===== src/rtl/uart8_pkg.sv =====
// Shared helpers for the Uart8 receive buffer: byte width, address sizing, capture FSM encoding.
// Pure definitions, no logic, so there is no latency and no backpressure here.
package uart8_pkg;

  localparam int BYTE_W = 8;

  localparam logic [0:0] ST_ARMED    = 1'b0;
  localparam logic [0:0] ST_WAIT_LOW = 1'b1;

  function automatic int addr_w(input int depth);
    return (depth <= 2) ? 1 : $clog2(depth);
  endfunction

endpackage


===== src/rtl/uart8_fifo_mem.sv =====
// DEPTH x 8 register array: synchronous write, asynchronous read, 0-cycle read latency.
// It has no flow control; the caller owns pointer and full/empty tracking.
module uart8_fifo_mem
  import uart8_pkg::*;
#(
  parameter int DEPTH = 8,
  parameter int AW    = 3
) (
  input  logic              clk,
  input  logic              wr_en,
  input  logic [AW-1:0]     wr_addr,
  input  logic [BYTE_W-1:0] wr_dat,
  input  logic [AW-1:0]     rd_addr,
  output logic [BYTE_W-1:0] rd_dat
);

  logic [BYTE_W-1:0] mem_q [DEPTH];

  always_ff @(posedge clk) begin
    if (wr_en) mem_q[wr_addr] <= wr_dat;
  end

  assign rd_dat = mem_q[rd_addr];

endmodule


===== src/rtl/uart8_rx_buffer.sv =====
// Uart8 receive buffer: one capture per rxDone high period into a show-ahead FIFO; a byte is visible 1 cycle after capture.
// It has no backpressure to the receiver. A full FIFO drops good bytes (sticky overrun), and rxErr bytes only count errors.
module uart8_rx_buffer
  import uart8_pkg::*;
#(
  parameter int DEPTH = 8,
  parameter int ERR_W = 8
) (
  input  logic                     clk,
  input  logic                     rstN,
  input  logic                     rxDone,
  input  logic                     rxErr,
  input  logic [BYTE_W-1:0]        rxByte,
  input  logic                     rdEn,
  input  logic                     clrFlags,
  output logic [BYTE_W-1:0]        rdData,
  output logic                     empty,
  output logic                     full,
  output logic [$clog2(DEPTH):0]   count,
  output logic                     overrun,
  output logic [ERR_W-1:0]         errCount
);

  localparam int AW = addr_w(DEPTH);
  localparam int CW = $clog2(DEPTH) + 1;

  logic [0:0]        state_q, state_d;
  logic [AW-1:0]     wr_ptr_q, wr_ptr_d;
  logic [AW-1:0]     rd_ptr_q, rd_ptr_d;
  logic [CW-1:0]     count_q, count_d;
  logic              overrun_q, overrun_d;
  logic [ERR_W-1:0]  err_q, err_d;
  logic              capture, good, bad, pop, push;
  logic [BYTE_W-1:0] mem_rd;

  assign empty    = (count_q == '0);
  assign full     = (count_q == CW'(DEPTH));
  assign count    = count_q;
  assign overrun  = overrun_q;
  assign errCount = err_q;
  // Storage is never reset, so rdData is masked until the head entry is real.
  assign rdData   = empty ? '0 : mem_rd;

  always_comb begin
    state_d = state_q;
    case (state_q)
      ST_ARMED: if (rxDone)  state_d = ST_WAIT_LOW;
      default:  if (!rxDone) state_d = ST_ARMED;
    endcase

    capture = (state_q == ST_ARMED) && rxDone;
    good    = capture && !rxErr;
    bad     = capture && rxErr;
    pop     = rdEn && !empty;
    // A same-cycle pop frees the slot, so a full FIFO can still accept.
    push    = good && (!full || pop);

    wr_ptr_d = push ? wr_ptr_q + AW'(1) : wr_ptr_q;
    rd_ptr_d = pop  ? rd_ptr_q + AW'(1) : rd_ptr_q;

    count_d = count_q;
    case ({push, pop})
      2'b10:   count_d = count_q + CW'(1);
      2'b01:   count_d = count_q - CW'(1);
      default: count_d = count_q;
    endcase

    overrun_d = overrun_q;
    if (good && !push) overrun_d = 1'b1;
    else if (clrFlags) overrun_d = 1'b0;

    err_d = err_q;
    if (bad)           err_d = (err_q == '1) ? err_q : err_q + ERR_W'(1);
    else if (clrFlags) err_d = '0;
  end

  always_ff @(posedge clk or negedge rstN) begin
    if (!rstN) begin
      state_q   <= ST_ARMED;
      wr_ptr_q  <= '0;
      rd_ptr_q  <= '0;
      count_q   <= '0;
      overrun_q <= 1'b0;
      err_q     <= '0;
    end else begin
      state_q   <= state_d;
      wr_ptr_q  <= wr_ptr_d;
      rd_ptr_q  <= rd_ptr_d;
      count_q   <= count_d;
      overrun_q <= overrun_d;
      err_q     <= err_d;
    end
  end

  uart8_fifo_mem #(
    .DEPTH (DEPTH),
    .AW    (AW)
  ) u_mem (
    .clk     (clk),
    .wr_en   (push),
    .wr_addr (wr_ptr_q),
    .wr_dat  (rxByte),
    .rd_addr (rd_ptr_q),
    .rd_dat  (mem_rd)
  );

endmodule


===== config.mk =====
export PLATFORM = sky130hd
export DESIGN_NAME = uart8_rx_buffer
export DESIGN_NICKNAME = d
export VERILOG_FILES = /design/src/rtl/uart8_pkg.sv /design/src/rtl/uart8_fifo_mem.sv /design/src/rtl/uart8_rx_buffer.sv
export SDC_FILE = /design/constraint.sdc
export NUM_CORES = 1
export LEC_CHECK = 0
export ABC_AREA = 1
export CAP_MARGIN = 10
export CORE_MARGIN = 3
export CORE_UTILIZATION = 56
export DETAILED_ROUTE_END_ITERATION = 16
export PLACE_DENSITY = 0.78
export SYNTH_ARGS = -nofsm -noshare
export SYNTH_HDL_FRONTEND = slang
export SYNTH_HIERARCHICAL = 1
export SYNTH_SLANG_ARGS = --single-unit
export TNS_END_PERCENT = 50

===== constraint.sdc =====
create_clock -name clk -period 2.15 [get_ports clk]
set_input_delay 0.43 -clock clk [delete_from_list [all_inputs] [get_ports clk]]
set_output_delay 0.43 -clock clk [all_outputs]
set_load 0.01 [all_outputs]

Word-level counts from Yosys, hierarchy flattened:

Memory sizes are Yosys's and may differ from the RTL's.
Cells that the tools add are included.

* reduce and logical (&&, ||, !) cells: 16
* equality and inequality tests: 5
* add/subtract/negate cells: 5
* bitwise logic cells: 1
* mux-type cells: 10

Operators with widths (count)
* $mux 8: 4
* $add 8x1->8 const B: 1
* $eq 8x8->1 const B: 1
* $pmux 4 s2: 1
* $add 3x1->3 const B: 2
* $logic_and 1x1->1: 6
* $reduce_bool 2->1: 3
* $mux 1: 5
* $add 4x1->4 const B: 1
* $eq 4x4->1 const B: 1
* $logic_not 1->1: 4
* $logic_not 4->1: 1
* $sub 4x1->4 const B: 1
* $eq 2x1->1 const B: 1
* $eq 2x2->1 const B: 1
* $ne 2x2->1 const B: 1
* $reduce_and 2->1: 1
* $logic_or 1x1->1: 1
* $not 1->1: 1

* RAM bits: 64
* register bits after elaboration: 20
* word-level logic and storage cells: 44
* memories kept: 1
* output and inout bits: 23

Memory list
* u_mem.mem_q: words 8, bits a word 8, read ports 1, clocked after memory_dff 0, wr ports 1, line uart8_fifo_mem.sv:17 `logic [BYTE_W-1:0] mem_q [DEPTH];`

Logic depth before layout (Yosys ltp):

* word-level depth: 8
* gate-level depth with buffers: 13
* depth with buffers taken out: 13

Cells and area by module:

The synthesis kept the hierarchy.

Modules (own cells, without submodules)
* uart8_fifo_mem: cells each 295, area an instance 2890.3 sq um, instances 1, sequential area each 1921.8 sq um
* uart8_rx_buffer: cells each 147, area an instance 1176.1 sq um, instances 1, sequential area each 500.5 sq um

Worst setup path before layout:

OpenSTA, ideal clock, no wires.

* kind: register to register
* from: register count_q[1] (netlist: count[1])
* to: memory u_mem.mem_q[1][0] (enable)
* data required time: 1780 ps
* cell stages (with the launch flop): 9
* arrival time: 1413 ps
* path slack: 367 ps
* path buffers: 0
* library setup time: 370 ps
* cells stage by stage: dfrtp_1 nor2_2 nand3_1 inv_1 nand2_1 nand2_2 inv_2 nand2_1 nor2_1

* elaborated cells between the ends (all ways): 9
* those cells by class: eq/ne (1); mux (2); reduce/logical (6)

RTL lines
* from (decl): line uart8_rx_buffer.sv:30 `logic [CW-1:0] count_q, count_d;`
* from (signal assigned): line uart8_rx_buffer.sv:89 `count_q <= count_d;`
* $eq 4x4->1: line uart8_rx_buffer.sv:37 `assign full = (count_q == CW'(DEPTH));`
* net full: line uart8_rx_buffer.sv:18 `output logic full,`
* $logic_not 1->1: line uart8_rx_buffer.sv:56 `push = good && (!full || pop);`
* $logic_or 1x1->1: line uart8_rx_buffer.sv:56
* $logic_and 1x1->1: line uart8_rx_buffer.sv:56
* net push: line uart8_rx_buffer.sv:33 `logic capture, good, bad, pop, push;`
* $mux 1: line uart8_fifo_mem.sv:20 `if (wr_en) mem_q[wr_addr] <= wr_dat;`
* $mux 1 (not written as such): line uart8_fifo_mem.sv:20
* to (decl): line uart8_fifo_mem.sv:17

The timed path passes the listed nets, and every way through them passes these cells.

Worst setup path in the final report:

* from: register rd_ptr_q[0]
* to: output rdData[2]

* word-level cells in the longest chain between the ends: 2

RTL lines
* from (decl): line uart8_rx_buffer.sv:29 `logic [AW-1:0] rd_ptr_q, rd_ptr_d;`
* from (signal assigned): line uart8_rx_buffer.sv:88 `rd_ptr_q <= rd_ptr_d;`
* $mem_v2 8x8
* net mem_rd[2]: line uart8_rx_buffer.sv:34 `logic [BYTE_W-1:0] mem_rd;`
* $mux 8: line uart8_rx_buffer.sv:42 `assign rdData = empty ? '0 : mem_rd;`
* to (decl): line uart8_rx_buffer.sv:16 `output logic [BYTE_W-1:0] rdData,`

The timed path passes the listed nets, and every way through them passes these cells.

==> run summary <==
Synth Flop Type -> edfxtp_1
Area leader, netlist -> edfxtp_1
Yosys cell types -> 28
Total GRT Usage -> 21.0%
Max Transition Viols Final -> 0
Die width -> 91.2 um
Largest net degree at the start of global routing -> 33
Buf+Inv Stages, Crit Path -> 4
Slowest-stage cell, CP -> dfrtp_2
Largest fanout on the critical path -> 7
Initial Utilization -> 58.9%
Avg WL per Cell -> 14.3 um
DRT iter0 DRCs -> 179
Hold Path Class -> input port to async pin
Global placement routability congestion -> 0.827
Critical Path RT -> 1.72 ns
Synth Instances -> 442
Final Critical Period -> 2.17 ns
Seq pwr share -> 37.1%
Hold-fix buffers at CTS -> 0
Via count of the first global-routing pass -> 2831
Critical path type -> flop to output port
HPWL after detailed placement -> 5760 um
Cell-internal power -> 0.00337 W
Final setup margin -> -0.0204 ns
P_leak -> 2.43 nW
Clk_lat worst skew -> 0.36 ns
Dpl ws -> -0.0206 ns
Flops & latches, synth -> 84
Clk pwr share -> 17.8%
Antenna-violating nets left -> 0
Vias per cell -> 4.95
Post-synth EDFFs -> 64
Register-to-register setup slack -> 0.27 ns
Rows -> 30
Top cell type's share of synthesized area -> 47.3%
RSZ-0062 raised after global routing -> true
Number of diodes -> 0
Nets -> 537
Netlist Area Pre-Place -> 4070 sq um
Setup_tns -> -0.0204 ns
Max-Cap Viols -> 0
Die H -> 91.2 um
Clock sinks -> 84
Async SR Flop Fraction -> 23.8%
Sw power -> 0.00217 W
Setup violation total in the final timing report -> 1
Final Cell Area -> 5040 sq um
DR pass1 iterations -> 4
Logic gate share of total power -> 45.1%
Layout area overhead -> 24.0%
Worst slew pin tran -> 0.439 ns
Top post-synthesis cells by area -> edfxtp_1 (47%), nand2_1 (13%), dfrtp_1 (12%), inv_1 (9.0%), nand3_1 (4.9%)
Via count -> 3058
Synth warn -> 6
CP endpoint kind -> output port
Total wire length -> 8850 um
Htree depth -> 3
Pwr dens -> 1100 nW/um^2
CTS buffer count -> 9
Share of cells above drive strength 1 -> 20.5%
Post-synth net total -> 462
Count leader, synth -> nand2_1
R2R depth -> 13
Clock skew -> 0.00983 ns
CTS tree -> built
Number of antenna violations at the first check in global routing -> 0
First-pass GRT wire length -> 13500 um
Remaining DRCs -> 0
FMAX -> 0.461 GHz
CTS clk-pin slew, worst paths -> 0.09 ns
Reg2reg end -> count[3]
Sequential-to-total area share from yosys stat -> 59.6%
Filler Cell Count -> 501
I/O pins -> 37
Core Area -> 6910 sq um
Most frequent cells after synthesis -> nand2_1 (138), inv_1 (98), edfxtp_1 (64)
Worst R2R Start -> count[0]
Fin. Hold Viols -> 0
Critical path arrival -> 1.74 ns
GR Overflow Total -> 0
Die ar. -> 8320 sq um
IO buf count -> 36
Worst Setup Start Kind -> flop
Worst VDD drop -> 0.000519 V
CTS max path bufs -> 2
CP max stage delay -> 0.44 ns
Failing checks -> negative setup slack
Root Buffer -> clkbuf_8
Final period util -> 101%
Sw Ratio -> 39.2%
Most frequent CP cell -> nand2_1
DP Area -> 4720 sq um
Critical Path, Cell by Cell -> buf_8 > clkbuf_16 > nand2_2 > nand3_2 > nand2_1 > nand2_1 > nand2_1 > inv_1 > nor2_1 > buf_2
Status -> finished with violations
Avg Synthesized Cell Area -> 9.20 sq um
Worst rel slew slack -> 70.7%
Worst path top cell family by delay -> buffers and inverters
kinds of logic (layout without fill, tap and decap cells):
group	after synthesis	count (layout)	synth area share, %
multiplexers	1	1	0.277
AND/OR/NAND/NOR	212	212	22.0
buffers and inverters	114	194	12.0
adder cells (fa/ha/maj)	6	6	2.03
XOR/XNOR	9	9	1.94
flip-flops	84	84	59.6
AO/OA/AOI/OAI	16	16	2.15
stage by stage:
stage                     hold slack, ns  instances  total power, W  util, %
after floorplan                    0.134        442         0.00355        -
after global placement             0.513        599         0.00427     68.3
after detailed placement           0.526        599         0.00434     68.3
after CTS                          0.414        617         0.00527     70.8
after global routing               0.405        618         0.00592     73.0
final                              0.401        618         0.00554     73.0
final cells by class:
| class | instances | area, sq um | share of cell area [%] |
|---|---|---|---|
| Clock buffer | 9 | 124 | 2.46 |
| Clock inverter | 7 | 42.5 | 0.844 |
| Inverter | 103 | 399 | 7.92 |
| Multi-Input combinational cell | 244 | 1280 | 25.3 |
| Sequential cell | 84 | 2430 | 48.1 |
| Tap cell | 96 | 120 | 2.38 |
| Timing Repair Buffer | 75 | 652 | 12.9 |
repair_timing:
action                                  4_1_cts  5_1_grt
setup buffers                                 2        1
pin swaps                                     0       25
resized for setup                            43       37
endpoints found under the setup margin       10        8
gates cloned                                  0        1
power by group through the flow:
stage | registers [W] | logic, W | clock network, W
floorplan | 0.00206 | 0.00149 | 0
global placement | 0.00208 | 0.00220 | 0
detailed placement | 0.00208 | 0.00226 | 0
CTS | 0.00205 | 0.00223 | 0.000992
global route | 0.00207 | 0.00276 | 0.00108
finish | 0.00205 | 0.00250 | 0.000986
layer usage:
layer / share of wire [%] / global-route usage (%)
met4: 2.6 / 10.2
met2: 49 / 32.7
met5: 0 / 0
met1: 43 / 27.8
met3: 5.7 / 4.72
layout by cell type, fill, tap and decap left out, drive strengths merged:
cell / count
o22ai: 2
nand2: 143
o21ai: 10
clkinv: 6
clkdlybuf4s50: 26
xnor2: 6
buf: 46
dlygate4sd2: 2
edfxtp: 64
clkinvlp: 1
clkbuf: 10
mux2: 1
a21o: 1
nand3: 43
nor2: 23
o21bai: 1
nand4: 3
fa: 1
dfrtp: 20
inv: 103
a21oi: 2
xor2: 3
ha: 5
worst max-delay path by stage:
stage	start	end	slack, ns	depth (start not counted)
after floorplan	count[1]	u_mem/mem_q[1][0]	0.37	8
after global placement	rd_ptr_q[0]	rdData[1]	0.05	9
after detailed placement	rd_ptr_q[0]	rdData[1]	-0.02	9
after CTS	rd_ptr_q[0]	rdData[5]	0.001	10
after global routing	rd_ptr_q[0]	rdData[2]	-0.1	10
final	rd_ptr_q[0]	rdData[2]	-0.02	10
registers in the layout, summed over array words and instances (netlist names):
signal       cells
errCount         8
overrun          1
count            4
wr_ptr_q         3
state_q          1
u_mem/mem_q     64
rd_ptr_q         3
No activity file was read; power rests on OpenSTA's default activity.
